File: src/rtl/vga_timing_pkg.sv
// Shared VGA mode timing constants and the flag bundle carried down the
// video delay line.
package vga_timing_pkg;

  typedef struct packed {
    int unsigned active;
    int unsigned fp;
    int unsigned sync;
    int unsigned bp;
  } axis_timing_t;

  localparam axis_timing_t MODE_640X480_H = '{active: 640, fp: 16, sync: 96, bp: 48};
  localparam axis_timing_t MODE_640X480_V = '{active: 480, fp: 10, sync: 2,  bp: 33};
  localparam axis_timing_t MODE_800X600_H = '{active: 800, fp: 40, sync: 128, bp: 88};
  localparam axis_timing_t MODE_800X600_V = '{active: 600, fp: 1,  sync: 4,  bp: 23};
  localparam axis_timing_t MODE_TEST_H    = '{active: 8,   fp: 2,  sync: 3,  bp: 2};
  localparam axis_timing_t MODE_TEST_V    = '{active: 4,   fp: 1,  sync: 2,  bp: 1};

  // hs/vs hold the final line levels, polarity already applied
  typedef struct packed {
    logic de;
    logic hs;
    logic vs;
    logic line;
    logic frame;
  } vid_flags_t;

  function automatic int unsigned axis_total(axis_timing_t t);
    return t.active + t.fp + t.sync + t.bp;
  endfunction

endpackage

File: src/rtl/vga_timing_gen_if.sv
// Video-side bundle of the timing generator: pixel request/return, sync
// outputs and the pixel-clock enable.
interface vga_timing_gen_if #(
  parameter int unsigned PIX_W = 8,
  parameter int unsigned X_W   = 10,
  parameter int unsigned Y_W   = 10
);

  logic             ce;
  logic [PIX_W-1:0] pixel_in;
  logic [PIX_W-1:0] pixel_out;
  logic             hsync;
  logic             vsync;
  logic             de;
  logic [X_W-1:0]   pos_x;
  logic [Y_W-1:0]   pos_y;
  logic             pos_valid;
  logic             line_start;
  logic             frame_start;

  // master is the timing generator, slave is the pixel source / DAC side
  modport master (
    input  ce, pixel_in,
    output pixel_out, hsync, vsync, de, pos_x, pos_y, pos_valid,
           line_start, frame_start
  );

  modport slave (
    output ce, pixel_in,
    input  pixel_out, hsync, vsync, de, pos_x, pos_y, pos_valid,
           line_start, frame_start
  );

endinterface

File: src/rtl/vga_axis_counter.sv
// One axis (horizontal or vertical) of the raster: position counter plus
// active-area and sync-window decode.
module vga_axis_counter
  import vga_timing_pkg::*;
#(
  parameter int unsigned ACTIVE = 640,
  parameter int unsigned FP     = 16,
  parameter int unsigned SYNC   = 96,
  parameter int unsigned BP     = 48,
  parameter bit          POL    = 1'b0,
  parameter int unsigned W      = $clog2(ACTIVE + FP + SYNC + BP)
) (
  input  logic         clk,
  input  logic         rst,
  input  logic         i_en,
  output logic [W-1:0] o_count,
  output logic         o_active,
  output logic         o_sync,
  output logic         o_wrap
);

  localparam axis_timing_t TIMING     = '{active: ACTIVE, fp: FP, sync: SYNC, bp: BP};
  localparam int unsigned  TOTAL      = axis_total(TIMING);
  localparam int unsigned  SYNC_START = ACTIVE + FP;
  localparam int unsigned  SYNC_END   = SYNC_START + SYNC;

  if (ACTIVE < 1 || SYNC < 1) begin : g_bad_timing
    $error("vga_axis_counter: active size and sync width must be at least 1");
  end

  logic [W-1:0] r_count;
  logic [31:0]  w_count32;
  logic         w_last;

  // widen before comparing so a window ending exactly at 2**W still decodes
  assign w_count32 = 32'(r_count);
  assign w_last    = (w_count32 == TOTAL - 1);

  always_ff @(posedge clk) begin
    if (rst) begin
      r_count <= '0;
    end else if (i_en) begin
      r_count <= w_last ? '0 : r_count + 1'b1;
    end
  end

  assign o_count  = r_count;
  assign o_active = (w_count32 < ACTIVE);
  assign o_sync   = ((w_count32 >= SYNC_START) && (w_count32 < SYNC_END)) ? POL : ~POL;
  assign o_wrap   = i_en && w_last;

endmodule

File: src/rtl/vga_timing_gen.sv
// VGA raster timing generator: issues pixel addresses, delays sync/de flags
// to match the pixel source latency and registers the DAC-side outputs.
module vga_timing_gen
  import vga_timing_pkg::*;
#(
  parameter int unsigned      H_ACTIVE = MODE_640X480_H.active,
  parameter int unsigned      H_FP     = MODE_640X480_H.fp,
  parameter int unsigned      H_SYNC   = MODE_640X480_H.sync,
  parameter int unsigned      H_BP     = MODE_640X480_H.bp,
  parameter int unsigned      V_ACTIVE = MODE_640X480_V.active,
  parameter int unsigned      V_FP     = MODE_640X480_V.fp,
  parameter int unsigned      V_SYNC   = MODE_640X480_V.sync,
  parameter int unsigned      V_BP     = MODE_640X480_V.bp,
  parameter bit               HS_POL   = 1'b0,
  parameter bit               VS_POL   = 1'b0,
  parameter int unsigned      PIX_W    = 8,
  parameter int unsigned      LAT      = 1,
  parameter logic [PIX_W-1:0] BLANK    = '0
) (
  input logic               clk,
  input logic               rst,
  vga_timing_gen_if.master  bus
);

  localparam int unsigned H_TOTAL = H_ACTIVE + H_FP + H_SYNC + H_BP;
  localparam int unsigned V_TOTAL = V_ACTIVE + V_FP + V_SYNC + V_BP;
  localparam int unsigned XW      = $clog2(H_TOTAL);
  localparam int unsigned YW      = $clog2(V_TOTAL);

  localparam vid_flags_t IDLE = '{de: 1'b0, hs: ~HS_POL, vs: ~VS_POL, line: 1'b0, frame: 1'b0};

  if (LAT > 7) begin : g_bad_lat
    $error("vga_timing_gen: LAT must be in 0..7");
  end

  logic [XW-1:0]    w_hcount;
  logic [YW-1:0]    w_vcount;
  logic             w_hactive;
  logic             w_vactive;
  logic             w_hsync;
  logic             w_vsync;
  logic             w_hwrap;
  logic             w_vwrap;
  logic             r_top;
  vid_flags_t       w_head;
  vid_flags_t       w_tail;
  logic             r_de;
  logic             r_hsync;
  logic             r_vsync;
  logic             r_line;
  logic             r_frame;
  logic [PIX_W-1:0] r_pixel;

  vga_axis_counter #(
    .ACTIVE (H_ACTIVE),
    .FP     (H_FP),
    .SYNC   (H_SYNC),
    .BP     (H_BP),
    .POL    (HS_POL),
    .W      (XW)
  ) u_hcount (
    .clk      (clk),
    .rst      (rst),
    .i_en     (bus.ce),
    .o_count  (w_hcount),
    .o_active (w_hactive),
    .o_sync   (w_hsync),
    .o_wrap   (w_hwrap)
  );

  vga_axis_counter #(
    .ACTIVE (V_ACTIVE),
    .FP     (V_FP),
    .SYNC   (V_SYNC),
    .BP     (V_BP),
    .POL    (VS_POL),
    .W      (YW)
  ) u_vcount (
    .clk      (clk),
    .rst      (rst),
    .i_en     (w_hwrap),
    .o_count  (w_vcount),
    .o_active (w_vactive),
    .o_sync   (w_vsync),
    .o_wrap   (w_vwrap)
  );

  // set while the raster is on its first line, so frame start needs no cy compare
  always_ff @(posedge clk) begin
    if (rst || w_vwrap) begin
      r_top <= 1'b1;
    end else if (w_hwrap) begin
      r_top <= 1'b0;
    end
  end

  assign bus.pos_x     = w_hcount;
  assign bus.pos_y     = w_vcount;
  assign bus.pos_valid = w_hactive && w_vactive;

  assign w_head = '{
    de:    w_hactive && w_vactive,
    hs:    w_hsync,
    vs:    w_vsync,
    line:  (w_hcount == '0),
    frame: (w_hcount == '0) && r_top
  };

  if (LAT == 0) begin : g_nodelay
    assign w_tail = w_head;
  end else begin : g_delay
    vid_flags_t r_pipe [LAT];

    always_ff @(posedge clk) begin
      if (rst) begin
        for (int i = 0; i < int'(LAT); i++) begin
          r_pipe[i] <= IDLE;
        end
      end else if (bus.ce) begin
        r_pipe[0] <= w_head;
        for (int i = 1; i < int'(LAT); i++) begin
          r_pipe[i] <= r_pipe[i-1];
        end
      end
    end

    assign w_tail = r_pipe[LAT-1];
  end

  // pulses drop on the first idle clk so they stay one clk wide under slow ce
  always_ff @(posedge clk) begin
    if (rst) begin
      r_de    <= 1'b0;
      r_hsync <= ~HS_POL;
      r_vsync <= ~VS_POL;
      r_line  <= 1'b0;
      r_frame <= 1'b0;
      r_pixel <= BLANK;
    end else if (bus.ce) begin
      r_de    <= w_tail.de;
      r_hsync <= w_tail.hs;
      r_vsync <= w_tail.vs;
      r_line  <= w_tail.line;
      r_frame <= w_tail.frame;
      r_pixel <= w_tail.de ? bus.pixel_in : BLANK;
    end else begin
      r_line  <= 1'b0;
      r_frame <= 1'b0;
    end
  end

  assign bus.de          = r_de;
  assign bus.hsync       = r_hsync;
  assign bus.vsync       = r_vsync;
  assign bus.line_start  = r_line;
  assign bus.frame_start = r_frame;
  assign bus.pixel_out   = r_pixel;

endmodule

File: src/flat_wrapper.sv
// flat-port wrapper written by rule: the top's interface ports become plain ports
module vga_timing_gen_flat import vga_timing_pkg::*;
#(
  parameter int unsigned      H_ACTIVE = MODE_640X480_H.active,
  parameter int unsigned      H_FP     = MODE_640X480_H.fp,
  parameter int unsigned      H_SYNC   = MODE_640X480_H.sync,
  parameter int unsigned      H_BP     = MODE_640X480_H.bp,
  parameter int unsigned      V_ACTIVE = MODE_640X480_V.active,
  parameter int unsigned      V_FP     = MODE_640X480_V.fp,
  parameter int unsigned      V_SYNC   = MODE_640X480_V.sync,
  parameter int unsigned      V_BP     = MODE_640X480_V.bp,
  parameter bit               HS_POL   = 1'b0,
  parameter bit               VS_POL   = 1'b0,
  parameter int unsigned      PIX_W    = 8,
  parameter int unsigned      LAT      = 1,
  parameter logic [PIX_W-1:0] BLANK    = '0
)
  (clk, rst, bus_ce, bus_pixel_in, bus_pixel_out, bus_hsync, bus_vsync, bus_de, bus_pos_x, bus_pos_y, bus_pos_valid, bus_line_start, bus_frame_start);
  vga_timing_gen_if #(.PIX_W(PIX_W), .X_W(4), .Y_W(3)) bus_i ();
  input logic clk;
  input logic rst;
  input wire logic [$bits(bus_i.ce)-1:0] bus_ce;
  input wire logic [$bits(bus_i.pixel_in)-1:0] bus_pixel_in;
  output wire logic [$bits(bus_i.pixel_out)-1:0] bus_pixel_out;
  output wire logic [$bits(bus_i.hsync)-1:0] bus_hsync;
  output wire logic [$bits(bus_i.vsync)-1:0] bus_vsync;
  output wire logic [$bits(bus_i.de)-1:0] bus_de;
  output wire logic [$bits(bus_i.pos_x)-1:0] bus_pos_x;
  output wire logic [$bits(bus_i.pos_y)-1:0] bus_pos_y;
  output wire logic [$bits(bus_i.pos_valid)-1:0] bus_pos_valid;
  output wire logic [$bits(bus_i.line_start)-1:0] bus_line_start;
  output wire logic [$bits(bus_i.frame_start)-1:0] bus_frame_start;
  assign bus_i.ce = bus_ce;
  assign bus_i.pixel_in = bus_pixel_in;
  assign bus_pixel_out = bus_i.pixel_out;
  assign bus_hsync = bus_i.hsync;
  assign bus_vsync = bus_i.vsync;
  assign bus_de = bus_i.de;
  assign bus_pos_x = bus_i.pos_x;
  assign bus_pos_y = bus_i.pos_y;
  assign bus_pos_valid = bus_i.pos_valid;
  assign bus_line_start = bus_i.line_start;
  assign bus_frame_start = bus_i.frame_start;
  vga_timing_gen #(.H_ACTIVE(H_ACTIVE), .H_FP(H_FP), .H_SYNC(H_SYNC), .H_BP(H_BP), .V_ACTIVE(V_ACTIVE), .V_FP(V_FP), .V_SYNC(V_SYNC), .V_BP(V_BP), .HS_POL(HS_POL), .VS_POL(VS_POL), .PIX_W(PIX_W), .LAT(LAT), .BLANK(BLANK)) u_core (.clk(clk), .rst(rst), .bus(bus_i));
endmodule
File: config.mk
export PLATFORM = sky130hd
export DESIGN_NAME = vga_timing_gen_flat
export DESIGN_NICKNAME = d
export VERILOG_FILES = /design/src/rtl/vga_timing_pkg.sv /design/src/rtl/vga_timing_gen_if.sv /design/src/rtl/vga_axis_counter.sv /design/src/rtl/vga_timing_gen.sv /design/src/flat_wrapper.sv
export SDC_FILE = /design/constraint.sdc
export NUM_CORES = 1
export LEC_CHECK = 0
export CAP_MARGIN = 40
export CORE_ASPECT_RATIO = 1.2
export CORE_MARGIN = 1
export CORE_UTILIZATION = 55
export DETAILED_ROUTE_END_ITERATION = 16
export PLACE_DENSITY = 0.83
export SLEW_MARGIN = 15
export SYNTH_ARGS = -nofsm -noshare
export SYNTH_HDL_FRONTEND = slang
export SYNTH_HIERARCHICAL = 1
export SYNTH_SLANG_ARGS = --single-unit
File: constraint.sdc
create_clock -name clk -period 6.2 [get_ports clk]
set_input_delay 1.24 -clock clk [delete_from_list [all_inputs] [get_ports clk]]
set_output_delay 1.24 -clock clk [all_outputs]
set_load 0.05 [all_outputs]
# Yosys cells after proc, flatten, opt, wreduce, memory -nomap -nowiden
# Memory sizes are Yosys's and may differ from the RTL's.
# Index checks and enable logic that the tools add are counted.
[totals]
elab_cells = 43
n_memories = 1
register_bits = 34
ramBits = 5
input_bits = 11
[classes]
n_eq_ne = 2
muxes = 12
n_reduce_logical = 10
add_sub_neg = 2
bitwise_logic = 1
order_cmp = 6
[mem_list]
columns = ["name", "depth", "word_bits", "read_ports", "rd_ports_with_merged_regs", "write_ports", "line_no", "source"]
rows = [
  ["u_core.g_delay.r_pipe", 1, 5, 1, 0, 1, "vga_timing_gen.sv:112", "vid_flags_t r_pipe [LAT];"],
]
[ops]
columns = ["op", "n"]
rows = [
  ["$add A10 B1 Y10 const B", 2],
  ["$eq A10 B10 Y1 const B", 2],
  ["$lt A10 B10 Y1 const B", 2],
  ["$lt A10 B9 Y1 const B", 2],
  ["$mux W10", 2],
  ["$ge A10 B10 Y1 const B", 1],
  ["$ge A10 B9 Y1 const B", 1],
  ["$logic_not A10 Y1", 1],
  ["$mux W1", 8],
  ["$mux W8", 1],
  ["$logic_and A1 B1 Y1", 6],
  ["$mux W5", 1],
  ["$reduce_or A5 Y1", 1],
  ["$reduce_or A2 Y1", 1],
  ["$logic_or A1 B1 Y1", 1],
  ["$not A1 Y1", 1],
]

# Logic depth before layout (Yosys ltp)
# Gate-level depths: netlist of run 1.
[depth]
depth_word = 5
mapped_depth = 8

# Hierarchy
# Netlist of run 1, hierarchy kept.
[by_module_without_submodules]
columns = ["module", "cells_per_inst", "area_each_um2", "instances"]
rows = [
  ["vga_timing_gen", 71, 733.2, 1],
  ["vga_axis_counter (u_core.u_vcount)", 58, 531.8, 1],
  ["vga_axis_counter (u_core.u_hcount)", 59, 515.5, 1],
]

# Worst setup path before layout of run 1
# OpenSTA, ideal clock, no wires.
[synth_path]
path_type = "input -> register"
start = "in bus_ce"
end = "reg u_core.u_vcount.r_count[0], in the netlist u_core/u_vcount/o_count[0]"
required_ps = 6069
cell_stages = 7
setup_slack_ps = 3278
arrival_ps = 2791
n_path_buf = 2
path_cell_list = "clkbuf_2 nand3_1 nor4_1 buf_2 nand3_1 o31ai_4 nor2_1"
[synth_between]
elab_chain_len = 1
[synth_lines]
columns = ["item", "line_no", "source"]
rows = [
  ["start, declared", "flat_wrapper.sv:22", "input wire logic [$bits(bus_i.ce)-1:0] bus_ce;"],
  ["$logic_and A1 B1 Y1", "vga_axis_counter.sv:50", "assign o_wrap = i_en && w_last;"],
  ["net u_core.w_hwrap", "vga_timing_gen.sv:42", "logic w_hwrap;"],
  ["end signal, assigned", "vga_axis_counter.sv:43", "r_count <= w_last ? '0 : r_count + 1'b1;"],
  ["end, declared", "vga_axis_counter.sv:31", "logic [W-1:0] r_count;"],
]
# The timed path passes the listed nets, and every way through them passes these cells.
# A chain may end at the register's enable or synchronous reset.

# Final worst setup path of run 1
# Same ends and word-level chain as after synthesis.

==> flow_summary.toml, run 1 <==
[grt]
grt.total_usage_pct = 23.3
grt_pass1_vias = 1390
grt_pass1_wl_um = 5880
grt.overflow.total = 0
antenna_found_initial = 0
grt_max_degree = 22

[timing]
setup_viol = 0
max_slew.worst_pin.slew_ps = 722
finalHoldWorstSlack_ps = 454
hold_viol = 0
final.setup.tns_ps = 0
maxSlewViolCount = 0
skew_ps = 7.62
fmax_mhz = 280
fin_crit_sh_pct = 57.6
layout_min_cycle_time_ps = 3570
rsz0062_at_grt = "false"
max_slew_margin_pct = 51.7

[clock_tree]
cts.reportedPaths.clkPinSlew_ps = 110
cts-root-buf = "clkbuf_4"
htreeDepth = 2
tritoncts = "built"
cts_hold_buf = 0
clockBufferDepth = 2
clock_latency_ps = 330
postCtsSetupBuffers = 0
cts_resized = 0
clock-sinks = 39
cts_buffers = 5

[layout]
antenna_cells = 0
area_delta_synth_final_pct = 24.1
final_nets = 237
seq_area_um2 = 831
nFillCells = 240
multi_input_area_um2 = 891
drive_above_1_share_pct = 8.52
final_core_util_pct = 71.7

[logic_synthesis]
ys_seq_area_share_pct = 46.7
synth_area_leaders = "dfxtp_1 (38%), edfxtp_1 (8.4%), a21oi_1 (5.1%)"
ys.flop_type = "dfxtp_1"
synth_edf_count = 5
synthCells = 188
syn_nets = 203
synthTopCellsByCount = "dfxtp_1 (34), a21oi_1 (18), nand3_1 (12), nor2_1 (12), nand2b_1 (11)"
synth.most_common_cell = "dfxtp_1"
synth_area_um2 = 1780
synth_largest_area_cell = "dfxtp_1"
synth_warnings = 6
avgSynthCellArea_um2 = 9.47
synth_cell_types = 37
synth_top_area_share_pct = 38.2
ys_ff_latch = 39
async_reset_ff_share_pct = 0

[drt]
met2_length_um = 1900
drc_errors = 0
vias_per_cell = 5.71
first_pass_iters = 4
routed_wl_um = 3580
vias = 1479
drt_iter0_drc = 47
wl_met1_um = 1510
antenna_left = 0
routed-wl-met3_um = 129
top_layer = "met4"
wl_per_cell_um = 13.8

[power_and_ir_drop]
p_per_area_nw_per_um2 = 218
p_leak_nw = 0.768
peakVddDrop_uv = 169

[worst_setup_path]
cp_slowest_cell = "clkdlybuf4s50_1"
crit_top_cell = "nand3_1"
worstRegToRegCells = 7
max_stage_delay_ps = 790
critPathCaptureType = "register"
critPathCapture = "u_core/u_vcount/o_count[0]"
cp.arrival_ps = 3780
worstReg2RegStart = "u_core/u_hcount/o_count[1]"
crit_chain = "clkdlybuf4s50_1, buf_8, nand3_1, nor4_1, buf_4, nand3_1, o31ai_4, nor2_1"
cp-startpoint = "bus_ce"
cp_num_cells = 8
crit_fanout = 16
critPathRequiredTime_ps = 6410
timing.rr.end = "u_core/u_vcount/o_count[0]"
cp_top_family = "buffers and inverters"
criticalPathCategory = "input port to register"
r2r_slack_ps = 3850
start_kind = "input port"
worst-path-buf-inv = 3

[floorplanning]
pin_count = 32
initial_core_util_pct = 57.8
row_count = 22
fp.dieH_um = 64.3
die_area_um2 = 3470
fp.dieW_um = 53.9
coreArea_um2 = 3080

[place]
hpwl_um = 2610
port_buffers = 31
gp_routability_congestion = 0.857

[outcome]
outcome = "finished, final reports clean"

[job]
max_cap_violations = 0

[min_path]
hp-class = "register to register"
## cells by family after synthesis
| group | after synthesis | share of synthesized area, % |
|---|---|---|
| buffers and inverters | 15 | 3.30 |
| AOI/OAI and AO/OA | 34 | 12.7 |
| xor gates and xnor gates | 8 | 3.94 |
| adders and majority gates | 4 | 2.81 |
| DFF | 39 | 46.7 |
| muxes | 3 | 1.69 |
| and+or+nand+nor | 85 | 28.9 |
## placed cells by master (no fill, tap or decap), types with 2 or more instances in the layout
| cell type | instances |
|---|---|
| nor3_1 | 2 |
| a211o_1 | 2 |
| o21ai_0 | 8 |
| a21oi_1 | 18 |
| clkbuf_4 | 5 |
| nor4_1 | 4 |
| nand3_1 | 12 |
| xor2_1 | 6 |
| and2_1 | 4 |
| inv_1 | 8 |
| clkdlybuf4s50_1 | 31 |
| ha_1 | 4 |
| edfxtp_1 | 5 |
| or2_2 | 2 |
| nor2b_1 | 4 |
| dfxtp_1 | 34 |
| nor2_1 | 12 |
| mux2i_1 | 3 |
| o31ai_1 | 4 |
| nand4_1 | 7 |
| or4_1 | 5 |
| xnor2_1 | 2 |
| nand2_1 | 8 |
| nand2b_1 | 11 |
| or3_1 | 6 |
## sequential cells by signal (all words and copies together), names as in the netlist
signal                   flops
u_core/u_hcount/o_count     10
u_core/u_vcount/o_count     10
u_core/bus.frame_start       1
u_core/r_top                 1
u_core/g_delay.r_pipe        5
u_core/bus.vsync             1
u_core/bus.de                1
u_core/bus.line_start        1
u_core/bus.pixel_out         8
u_core/bus.hsync             1
## stage by stage
step | cells | power (mW) | worst slack (ps) | instance area (µm²)
after CTS | 259 | 0.489 | 2640 | 2210
after floorplan | 188 | 0.307 | 3280 | 1780
final | 259 | 0.482 | 2630 | 2210
after global placement | 250 | 0.326 | 2080 | 2120
after global routing | 259 | 0.503 | 2430 | 2210
after detailed placement | 251 | 0.329 | 2280 | 2130
## report_power, final
| group | switching, mW | internal (mW) | total [mW] | leakage (nW) |
|---|---|---|---|---|
| Combinational | 0.0316 | 0.0230 | 0.0546 | 0.401 |
| Clock | 0.0767 | 0.0829 | 0.160 | 0.0426 |
| Sequential | 0.00539 | 0.262 | 0.268 | 0.324 |
| Total | 0.114 | 0.368 | 0.482 | 0.768 |
## worst min path at each step
stage	depth (start not counted)	slack, ps	start	to
floorplan	1	420	u_core/g_delay.r_pipe[0][0]	u_core/bus.frame_start
global placement	1	420	u_core/g_delay.r_pipe[0][0]	u_core/bus.frame_start
CTS	1	460	u_core/g_delay.r_pipe[0][0]	u_core/bus.frame_start
global route	1	480	u_core/g_delay.r_pipe[0][0]	u_core/bus.frame_start
finish	1	450	u_core/g_delay.r_pipe[0][1]	u_core/bus.line_start
detailed placement	1	430	u_core/g_delay.r_pipe[0][0]	u_core/bus.frame_start
## per-layer routing
| layer | vias up | track usage, % |
|---|---|---|
| li1 | 740 | - |
| met1 | 706 | 24.0 |
| met2 | 28 | 42.4 |
| met3 | 5 | 6.43 |
| met4 | 0 | 8.22 |
| met5 | - | 0 |
## layout make-up
class | instances | share of cell area, %
multi-input combinational | 134 | 40.3
tap | 36 | 2.04
inverter | 9 | 1.53
clock buffer | 5 | 1.70
sequential | 39 | 37.6
timing repair buffer | 33 | 15.1
clock inverter | 3 | 1.76
Note: power is estimated with default switching activity, not from simulation.
==> inputs of run 2 (changes only) <==
Settings changed: CORE_UTILIZATION 55 to 51, PLACE_DENSITY 0.83 to 0.78.
Clock period 6.2 ns to 3.6 ns, I/O delays scaled along.
==> flow_summary.toml, run 2 (synthesized netlist as in run 1, its figures left out) <==
[clock_tree]
cts-root-buf = "clkbuf_8"
cts.reportedPaths.clkPinSlew_ps = 70
tritoncts = "built"
cts_resized = 0
cts_buffers = 5
postCtsSetupBuffers = 0
clockBufferDepth = 2
clock_latency_ps = 290
cts_hold_buf = 0
htreeDepth = 2
clock-sinks = 39

[drt]
drt_iter0_drc = 86
first_pass_iters = 4
vias = 1448
wl_per_cell_um = 13.2
routed_wl_um = 3440
vias_per_cell = 5.57
antenna_left = 0
drc_errors = 0

[layout]
final_core_util_pct = 66.2
final_common_cell = "dfxtp_1"
nFillCells = 280
final_cell_mix = "dfxtp_1 (34), clkdlybuf4s50_1 (31), a21oi_1 (18), nand3_1 (12), nor2_1 (12)"
drive_above_1_share_pct = 8.07
antenna_cells = 0
area_delta_synth_final_pct = 24.0
instances_no_fill = 260
final_nets = 237

[timing]
max_slew.worst_pin.slew_ps = 699
fmax_mhz = 380
final.setup.tns_ps = 0
hold_viol = 0
fin_crit_sh_pct = 73.2
layout_min_cycle_time_ps = 2630
maxSlewViolCount = 0
setup_slack_ps = 966
setup_viol = 0
max_slew_margin_pct = 53.2
skew_ps = 5.22
finalHoldWorstSlack_ps = 456
rsz0062_at_grt = "false"

[place]
port_buffers = 31
gp_routability_congestion = 0.822
post-place-cells = 252
hpwl_um = 2450
place_ws_ps = 764

[power_and_ir_drop]
p_per_area_nw_per_um2 = 378
peakVddDrop_uv = 333
p_leak_nw = 0.765

[floorplanning]
initial_core_util_pct = 53.3
row_count = 23
coreArea_um2 = 3340
die_area_um2 = 3730
fp.dieH_um = 66.7
fp.dieW_um = 55.9
pin_count = 32

[worst_setup_path]
start_kind = "register"
critPathRequiredTime_ps = 2880
criticalPathCategory = "register to output pin"
crit_fanout = 7
cp.arrival_ps = 1910
critPathCaptureType = "output pin"

[job]
max_cap_violations = 0

[grt]
grt.overflow.total = 0
grt.total_usage_pct = 19.9
antenna_found_initial = 0
grt_pass1_vias = 1271
grt_max_degree = 31
grt_pass1_wl_um = 5680

[min_path]
hp-class = "register to register"

[outcome]
outcome = "finished, final reports clean"
run 2: cell types whose count changed in the layout (fill, tap and decap cells not counted), sizes merged:
cell,previous run,this run
clkinv,2,1
bufinv,1,0
clkbuf,5,7
run 2: routing by layer:
| metal | track usage [%] | wire (µm) |
|---|---|---|
| met1 | 23.6 | 1490 |
| met2 | 32.5 | 1720 |
| met3 | 6.60 | 180 |
| met4 | 9.76 | 38 |
| met5 | 0 | 0 |
run 2: through the flow:
stage / power [mW] / cell area [µm²]
5_1_grt: 0.870 / 2210
3_3_place_gp: 0.562 / 2130
6_report: 0.835 / 2210
4_1_cts: 0.845 / 2210
2_1_floorplan: 0.529 / 1780
3_5_place_dp: 0.565 / 2130
run 2: worst max-delay path: stages (launching register included):
cell             delay, ps
dfxtp_1                430
nand4_1                180
nor2b_1                170
and2_1                 150
clkdlybuf4s50_1        700
run 2: final timing paths:
check	from	to	slack, ps	cells past startpoint
max	u_core/u_vcount/o_count[5]	bus_pos_valid	970	4
min	u_core/g_delay.r_pipe[0][0]	u_core/bus.frame_start	460	1
min reg2reg	u_core/g_delay.r_pipe[0][0]	u_core/bus.frame_start	460	1
max reg2reg	u_core/u_hcount/o_count[0]	u_core/u_vcount/o_count[1]	1250	7
run 2: final cells by class:
type / count / area, µm² / area share, %
clock inverter: 1 / 5.00 / 0.227
multi-input combinational: 134 / 891 / 40.3
clock buffer: 7 / 76.3 / 3.46
timing repair buffer: 33 / 325 / 14.7
tap: 37 / 46.3 / 2.10
sequential: 39 / 831 / 37.6
inverter: 9 / 33.8 / 1.53
run 2: power by group:
| group | switching (mW) | internal, mW | leakage [nW] |
|---|---|---|---|
| logic | 0.0539 | 0.0388 | 0.399 |
| registers | 0.00924 | 0.452 | 0.324 |
| clock network | 0.145 | 0.136 | 0.0422 |
==> inputs of run 3 (changes only) <==
Clock period 3.6 ns to 2.5 ns, I/O delays scaled along.
==> flow_summary.toml, run 3 (synthesized netlist as in run 1, its figures left out) <==
[clock_tree]
clockBufferDepth = 2
cts-root-buf = "clkbuf_8"
postCtsSetupBuffers = 0
clock-sinks = 39
cts_hold_buf = 0
cts.reportedPaths.clkPinSlew_ps = 80
tritoncts = "built"
clock_latency_ps = 290
cts_buffers = 5
cts_resized = 0
htreeDepth = 2

[drt]
routed_wl_um = 3700
first_pass_iters = 4
wl_per_cell_um = 14.1
vias = 1504
drc_errors = 0
top_layer = "met4"
vias_per_cell = 5.72
antenna_left = 0
drt_iter0_drc = 74
met2_length_um = 1860
wl_met1_um = 1620
routed-wl-met3_um = 197

[outcome]
outcome = "finished, final reports clean"

[power_and_ir_drop]
seqPwrFrac_pct = 47.2
p_switching_uw = 302
p_int_mw = 1.11
p_clk_share_pct = 43.3
p_per_area_nw_per_um2 = 617
swShare_pct = 21.5
combPwrFrac_pct = 9.6
peakVddDrop_uv = 537
p_leak_nw = 0.802

[layout]
area_delta_synth_final_pct = 28.3
final_nets = 240
antenna_cells = 0
final_common_cell = "dfxtp_1"
seq_area_um2 = 833
multi_input_area_um2 = 891
final_cell_mix = "dfxtp_1 (32), clkdlybuf4s50_1 (31), a21oi_1 (18), nand3_1 (12), nor2_1 (12)"
nFillCells = 270
drive_above_1_share_pct = 10.6
final_core_util_pct = 68.4

[worst_setup_path]
cp.arrival_ps = 1910
crit_fanout = 7
critPathCaptureType = "output pin"
criticalPathCategory = "register to output pin"
start_kind = "register"
critPathRequiredTime_ps = 2000

[grt]
grt_max_degree = 31
grt_pass1_vias = 1354
antenna_found_initial = 0
grt_pass1_wl_um = 5950
grt.total_usage_pct = 20.7
grt.overflow.total = 0

[place]
hpwl_um = 2590
port_buffers = 31
gp_routability_congestion = 0.818

[floorplanning]
pin_count = 32
fp.dieH_um = 66.7
initial_core_util_pct = 53.3
die_area_um2 = 3730
row_count = 23
coreArea_um2 = 3340
fp.dieW_um = 55.9

[timing]
max_slew.worst_pin.slew_ps = 505
skew_ps = 6.84
fin_crit_sh_pct = 96.3
setup_viol = 0
max_slew_margin_pct = 66.2
rsz0062_at_grt = "false"
hold_viol = 0
layout_min_cycle_time_ps = 2410
fmax_mhz = 416
final.setup.tns_ps = 0
maxSlewViolCount = 0

[min_path]
hp-class = "register to register"

[job]
max_cap_violations = 0
## run 3: cell types whose count changed in the layout (fill, tap and decap cells not counted), sizes merged
cell / before / now
buf: 2 / 5
clkbuf: 7 / 6
bufinv: 0 / 2
clkinv: 1 / 0
## run 3: power by group through the flow
stage                     Sequential [mW]  Combinational, mW  Clock (mW)
after detailed placement            0.679              0.135           0
after floorplan                     0.715             0.0469           0
after global routing                0.667              0.143       0.650
final                               0.665              0.135       0.610
after CTS                           0.665              0.136       0.621
after global placement              0.678              0.133           0
## run 3: final cells by class
class / instances / share of cell area [%]
inverter: 9 / 1.48
clock buffer: 6 / 3.18
multi-input combinational: 134 / 39.0
sequential: 39 / 36.5
clock inverter: 2 / 2.63
timing repair buffer: 36 / 15.2
tap: 37 / 2.03
## run 3: final timing paths
kind	from	end	slack (ps)	cells after the start
max	u_core/u_vcount/o_count[5]	bus_pos_valid	90	4
max reg2reg	u_core/u_hcount/o_count[8]	u_core/u_vcount/o_count[3]	180	6
min	u_core/g_delay.r_pipe[0][0]	u_core/bus.frame_start	460	1
min reg2reg	u_core/g_delay.r_pipe[0][0]	u_core/bus.frame_start	460	1
## run 3: critical path: stages (launching register included)
cell and delay [ps]:
dfxtp_1 420, nand4_1 180, nor2b_1 170, and2_1 150
clkdlybuf4s50_1 700
## run 3: stage by stage
stage          worst slack (ps)  cell area [µm²]  instances  hold WS [ps]  total power, mW
2_1_floorplan               157             1780        188           420            0.762
3_3_place_gp               71.5             2150        255           427            0.811
3_5_place_dp               22.0             2150        255           444            0.815
4_1_cts                    86.4             2280        263           462             1.42
5_1_grt                    20.5             2280        263           485             1.46
6_report                   93.6             2280        263           456             1.41
## run 3: metal layers
metal	vias to the layer above	GRT usage (%)
li1	747	-
met1	713	23.7
met2	40	36.3
met3	4	4.08
met4	0	11.6
met5	-	0
==> variant 1 (flow settings as in run 3) <==
`VS_POL` is set to 1'b0 in 2 places; all go to 1'b1.
--- a/src/rtl/vga_timing_gen.sv
+++ b/src/rtl/vga_timing_gen.sv
@@ -14,3 +14,3 @@
   parameter bit               HS_POL   = 1'b0,
-  parameter bit               VS_POL   = 1'b0,
+  parameter bit               VS_POL   = 1'b1,
   parameter int unsigned      PIX_W    = 8,
--- a/src/flat_wrapper.sv
+++ b/src/flat_wrapper.sv
@@ -12,3 +12,3 @@
   parameter bit               HS_POL   = 1'b0,
-  parameter bit               VS_POL   = 1'b0,
+  parameter bit               VS_POL   = 1'b1,
   parameter int unsigned      PIX_W    = 8,
Function: changed (Yosys sat finds a counterexample within 4 cycles, from zero or initial values and one cycle with rst high).
==> variant 1 against run 3 <==
  * Sequential cell count stayed put
  * Synthesized area is 0.21% lower
  * Sequential power hardly changed
  * Synthesized cell count stayed put
  * Cell area is 2.6% lower
  * Setup slack better by 0.17 ns
  * Wire length is 6.1% lower
  * Count of clock-buffer cells in the layout is 1 higher
  * Power is 16% lower
  * Critical endpoint is now u_core/u_vcount/o_count[7]$_SDFFE_PP0P_
  * Largest power group unchanged
==> variant 1: results (changes against run 3) <==
Critical path
  – Slowest CP cell: or4b_4 (was clkdlybuf4s50_1)
  – Worst path max stage delay: 0.58 ns (was 0.70 ns)
  – Max FO, Critical Path: 10 (was 7)
  – Arrival @ worst endpoint: 2.46 ns (was 1.91 ns)
  – Crit. Startpoint: u_core/u_hcount/o_count[5]$_SDFFE_PP0P_ (was u_core/u_vcount/o_count[5]$_SDFFE_PP0P_)

Placement
  – Detailed Place HPWL: 2450 um (was 2590 um)
  – GPL Wtd Cong: 0.812 (was 0.818)
  – Pre-CTS setup slack: 0.0426 ns (was 0.0220 ns)
  – Placed insts: 254 (was 255)
  – Number of port buffers: 31 (unchanged)

Global routing
  – Met1 GRT Util: 0.235 (was 0.237)
  – GRT Util Overall: 0.210 (was 0.207)
  – Pin count of the biggest net entering global routing: 30 (was 31)
  – First-pass GRT wire length: 6040 um (was 5950 um)
  – Vias in the first global route: 1417 (was 1354)
  – Routing usage on met2: 0.370 (was 0.363)

Synthesis
  – Synth area leaders: dfxtp_1 38%, edfxtp_1 8.5%, a21oi_1 5.1% (was dfxtp_1 38%, edfxtp_1 8.4%, a21oi_1 5.1%)
  – Adder-Cell Fraction of Synth Area: 0.0282 (was 0.0281)
  – Register area share after synthesis: 0.468 (was 0.467)
  – Synth unique cells: 35 (was 37)
  – Synthesized area per cell: 9.45 sq um (was 9.47 sq um)
  – Most instantiated cells after synthesis: 34 x dfxtp_1, 18 x a21oi_1, 13 x nor2_1 (was 34 x dfxtp_1, 18 x a21oi_1, 12 x nand3_1, 12 x nor2_1, 11 x nand2b_1)
  – Post-Synth XOR/XNOR Area: 0.0394 (about the same)
  – Compound-Gate Fraction of Synth Area: 0.123 (was 0.127)
  – Mux share of post-synthesis cell area: 0.0225 (was 0.0169)

Finish
  – # fillers: 271 (was 270)
  – Layout Nets: 239 (was 240)
  – Proportion of layout cells with a drive suffix above 1: 0.107 (was 0.106)

Routing
  – DRT met1 WL: 1520 um (was 1620 um)
  – WL met2: 1730 um (was 1860 um)
  – Routed via count: 1453 (was 1504)
  – WL met3: 175 um (was 197 um)
  – Vias per cell: 5.55 (was 5.72)
  – Detailed Route WL: 3480 um (was 3700 um)
  – Iter 0 DRT Violations: 51 (was 74)

Pwr
  – Pleak: 0.784 nW (was 0.802 nW)
  – Sw Share: 0.240 (was 0.215)
  – Peak supply drop: 0.000367 V (was 0.000537 V)
  – Comb pwr share: 0.112 (was 0.096)

Min path
  – Worst Hold Class: flop to flop (unchanged)

Clock network
  – Setup Buffers After CTS: 0 (unchanged)
  – Reg clk slew, reported paths: around 0.070 ns

Timing
  – Slew @ Worst Pin: 0.517 ns (was 0.505 ns)
  – Skew final: 0.00294 ns (was 0.00684 ns)

Run status
  – Outcome: finished, final reports clean (unchanged)
-- variant 1: metrics by stage --
stage           util  hold WS, ns  instance area [sq um]
4_1_cts        0.666        0.453                   2220
6_report       0.666        0.451                   2220
2_1_floorplan      -        0.420                   1780
3_5_place_dp   0.641        0.437                   2140
3_3_place_gp   0.641        0.428                   2140
5_1_grt        0.666        0.479                   2220
-- variant 1: layout make-up --
type                    instances  area [sq um]  area share
repair buffers                 35           343       0.154
clock inverters                 1          5.00     0.00225
well taps                      37          46.3      0.0208
inverters                       9          33.8      0.0152
clock buffers                   7          76.3      0.0343
flip-flops and latches         39           833       0.375
multi-input cells             134           887       0.399
-- variant 1: cell families (layout without fill, tap and decap cells) --
logic type,Yosys count,count (layout)
compound gates,33,33
buf+inv,15,52
simple gates,85,85
flops,39,39
fa+ha+maj,4,4
mux,4,4
xor+xnor,8,8
-- variant 1: power groups by stage --
stage | Combinational, W | Sequential, W | Clock [W]
floorplan | 0.0000466 | 0.000715 | 0
global placement | 0.000132 | 0.000679 | 0
detailed placement | 0.000134 | 0.000680 | 0
CTS | 0.000134 | 0.000666 | 0.000406
global route | 0.000143 | 0.000668 | 0.000438
finish | 0.000133 | 0.000666 | 0.000391
-- variant 1: worst paths after layout --
path	slack, ns	end	depth (start not counted)
worst max-delay path	0.26	u_core/u_vcount/o_count[7]$_SDFFE_PP0P_	6
worst min-delay path	0.45	u_core/bus.frame_start$_SDFF_PN0_	1
worst max register to register	0.26	u_core/u_vcount/o_count[7]$_SDFFE_PP0P_	6
worst min register to register	0.45	u_core/bus.frame_start$_SDFF_PN0_	1
-- variant 1: worst max-delay path, delay by kind of cell, from the launching register on --
kind,cells,cell delay (ns)
AOI/OAI and AO/OA,1,0.15
DFF,1,0.38
buffers and inverters,1,0.22
and+or+nand+nor,4,1.42
==> variant 2 (settings of run 3) <==
Without the edit above. Make the reset (`rst`) asynchronous in 3 clocked blocks.
--- a/src/rtl/vga_axis_counter.sv
+++ b/src/rtl/vga_axis_counter.sv
@@ -38,3 +38,3 @@
 
-  always_ff @(posedge clk) begin
+  always_ff @(posedge clk or posedge rst) begin
     if (rst) begin
--- a/src/rtl/vga_timing_gen.sv
+++ b/src/rtl/vga_timing_gen.sv
@@ -113,3 +113,3 @@
 
-    always_ff @(posedge clk) begin
+    always_ff @(posedge clk or posedge rst) begin
       if (rst) begin
@@ -130,3 +130,3 @@
   // pulses drop on the first idle clk so they stay one clk wide under slow ce
-  always_ff @(posedge clk) begin
+  always_ff @(posedge clk or posedge rst) begin
     if (rst) begin
Formal check against the unedited RTL: differs if rst is asserted again (counterexample within 4 cycles, from zero or initial values and one cycle with rst high); with rst held inactive, the same outputs for 10 cycles.
==> variant 2 against run 3 <==
  * Sequential cell count did not move
  * Count of clock-buffer cells in the layout did not move
  * Wire length fell by 1.2%
  * Setup slack improved by 0.21 ns
  * Cell area rose by 5.9%
  * Synthesized cell count fell by 2.1%
  * Sequential share of layout area rose by 3.9 points
  * First-iteration DRC count fell by 8.1%
  * Global-route usage rose by 0.58 points
  * Largest cell class is now sequential cells
  * Synthesized area rose by 11%
Power is not compared: it rests on default switching activity, and its combinational part moved more than twofold at a synthesized area within 25%.
==> variant 2: results (changes against run 3) <==
Critical path
  – Worst reg2reg path startpoint: u_core/u_hcount/o_count[6]$_DFFE_PP0P_ (was u_core/u_hcount/o_count[8]$_SDFFE_PP0P_)
  – R2R Path End: u_core/u_vcount/o_count[9]$_DFFE_PP0P_ (was u_core/u_vcount/o_count[3]$_SDFFE_PP0P_)
  – Crit. Startpoint: u_core/u_hcount/o_count[2]$_DFFE_PP0P_ (was u_core/u_vcount/o_count[5]$_SDFFE_PP0P_)
  – Path depth of the worst reg2reg path: 5 (was 6)
  – Crit path capture: bus_pos_x[2] (was bus_pos_valid)
  – Worst path max stage delay: 0.87 ns (was 0.70 ns)

Routing
  – WL per Instance: 13.6 um (was 14.1 um)
  – Iter 0 DRT Violations: 68 (was 74)
  – Vias per cell: 5.37 (was 5.72)

Placement
  – Pre-CTS setup slack: 0.207 ns (was 0.0220 ns)
  – GPL Wtd Cong: 0.951 (was 0.818)
  – Detailed Place HPWL: 2740 um (was 2590 um)
  – Cell area after placement: 2300 sq um (was 2150 sq um)

Global routing
  – First-pass GRT wire length: 6650 um (was 5950 um)
  – Vias in the first global route: 1477 (was 1354)

Synthesis
  – Post-Synth XOR/XNOR Area: 0.0445 (was 0.0394)
  – Post-Syn Nets: 199 (was 203)
  – Register area share after synthesis: 0.496 (was 0.467)
  – Most instantiated cells after synthesis: 34 x dfrtp_1, 21 x inv_1, 17 x nand2_1 (was 34 x dfxtp_1, 18 x a21oi_1, 12 x nand3_1, 12 x nor2_1, 11 x nand2b_1)
  – Asr flop ratio synth: 0.974 (was 0)
  – Synth area leaders: dfrtp_1 43%, dfstp_2 5.3%, inv_1 4.0% (was dfxtp_1 38%, edfxtp_1 8.4%, a21oi_1 5.1%)
  – Primary FF master, synth: dfrtp_1 (was dfxtp_1)
  – Mux share of post-synthesis cell area: 0.0445 (was 0.0169)
  – Synth unique cells: 48 (was 37)

Finish
  – # fillers: 301 (was 270)
  – Layout Nets: 230 (was 240)

Min path
  – Hold Crit Endpoint: u_core/g_delay.r_pipe[0]$_DFFE_PP0P_ (was u_core/bus.frame_start$_SDFF_PN0_)
  – WHS Path Cells: 2 (was 1)
  – Worst hold start: u_core/r_top$_SDFFE_PP1P_ (was u_core/g_delay.r_pipe[0][0]$_SDFFCE_PN0P_)

Timing
  – Slew @ Worst Pin: 0.645 ns (was 0.505 ns)
  – Hold_ws: 0.472 ns (was 0.456 ns)
  – Final WS setup: 0.307 ns (was 0.0936 ns)

Run status
  – Outcome: finished, final reports clean (unchanged)

Pwr
  – Overall power: 0.00189 W
-- variant 2: cell count changes in the layout (fill, tap and decap cells not counted), sizes merged, moves of 7 or more --
| cell | delta |
|---|---|
| a21oi | -16 |
| dfrtp | +34 |
| dfxtp | -33 |
| inv | +12 |
| nand2 | +9 |
| nand2b | -10 |
| o21ai | +7 |
| or3 | -8 |
-- variant 2: worst reg2reg max path, delay by kind of cell, from the launching register on --
kind,cells,cell delay (ns)
simple gates,4,1.32
flops,1,0.47
compound gates,1,0.15
-- variant 2: layer usage --
| layer | up-vias | global-route usage | wire length [um] |
|---|---|---|---|
| li1 | 701 | - | - |
| met1 | 686 | 0.258 | 1580 |
| met2 | 45 | 0.356 | 1830 |
| met3 | 7 | 0.0556 | 180 |
| met4 | 0 | 0.0820 | 72 |
| met5 | - | 0 | 0 |
-- variant 2: area by class of cell --
cell class,count,area share
clock buffer,6,0.0341
clock inverter,2,0.0145
inverter,21,0.0326
multi-input combinational,115,0.355
sequential,39,0.404
tap,52,0.0269
timing repair buffer,33,0.133
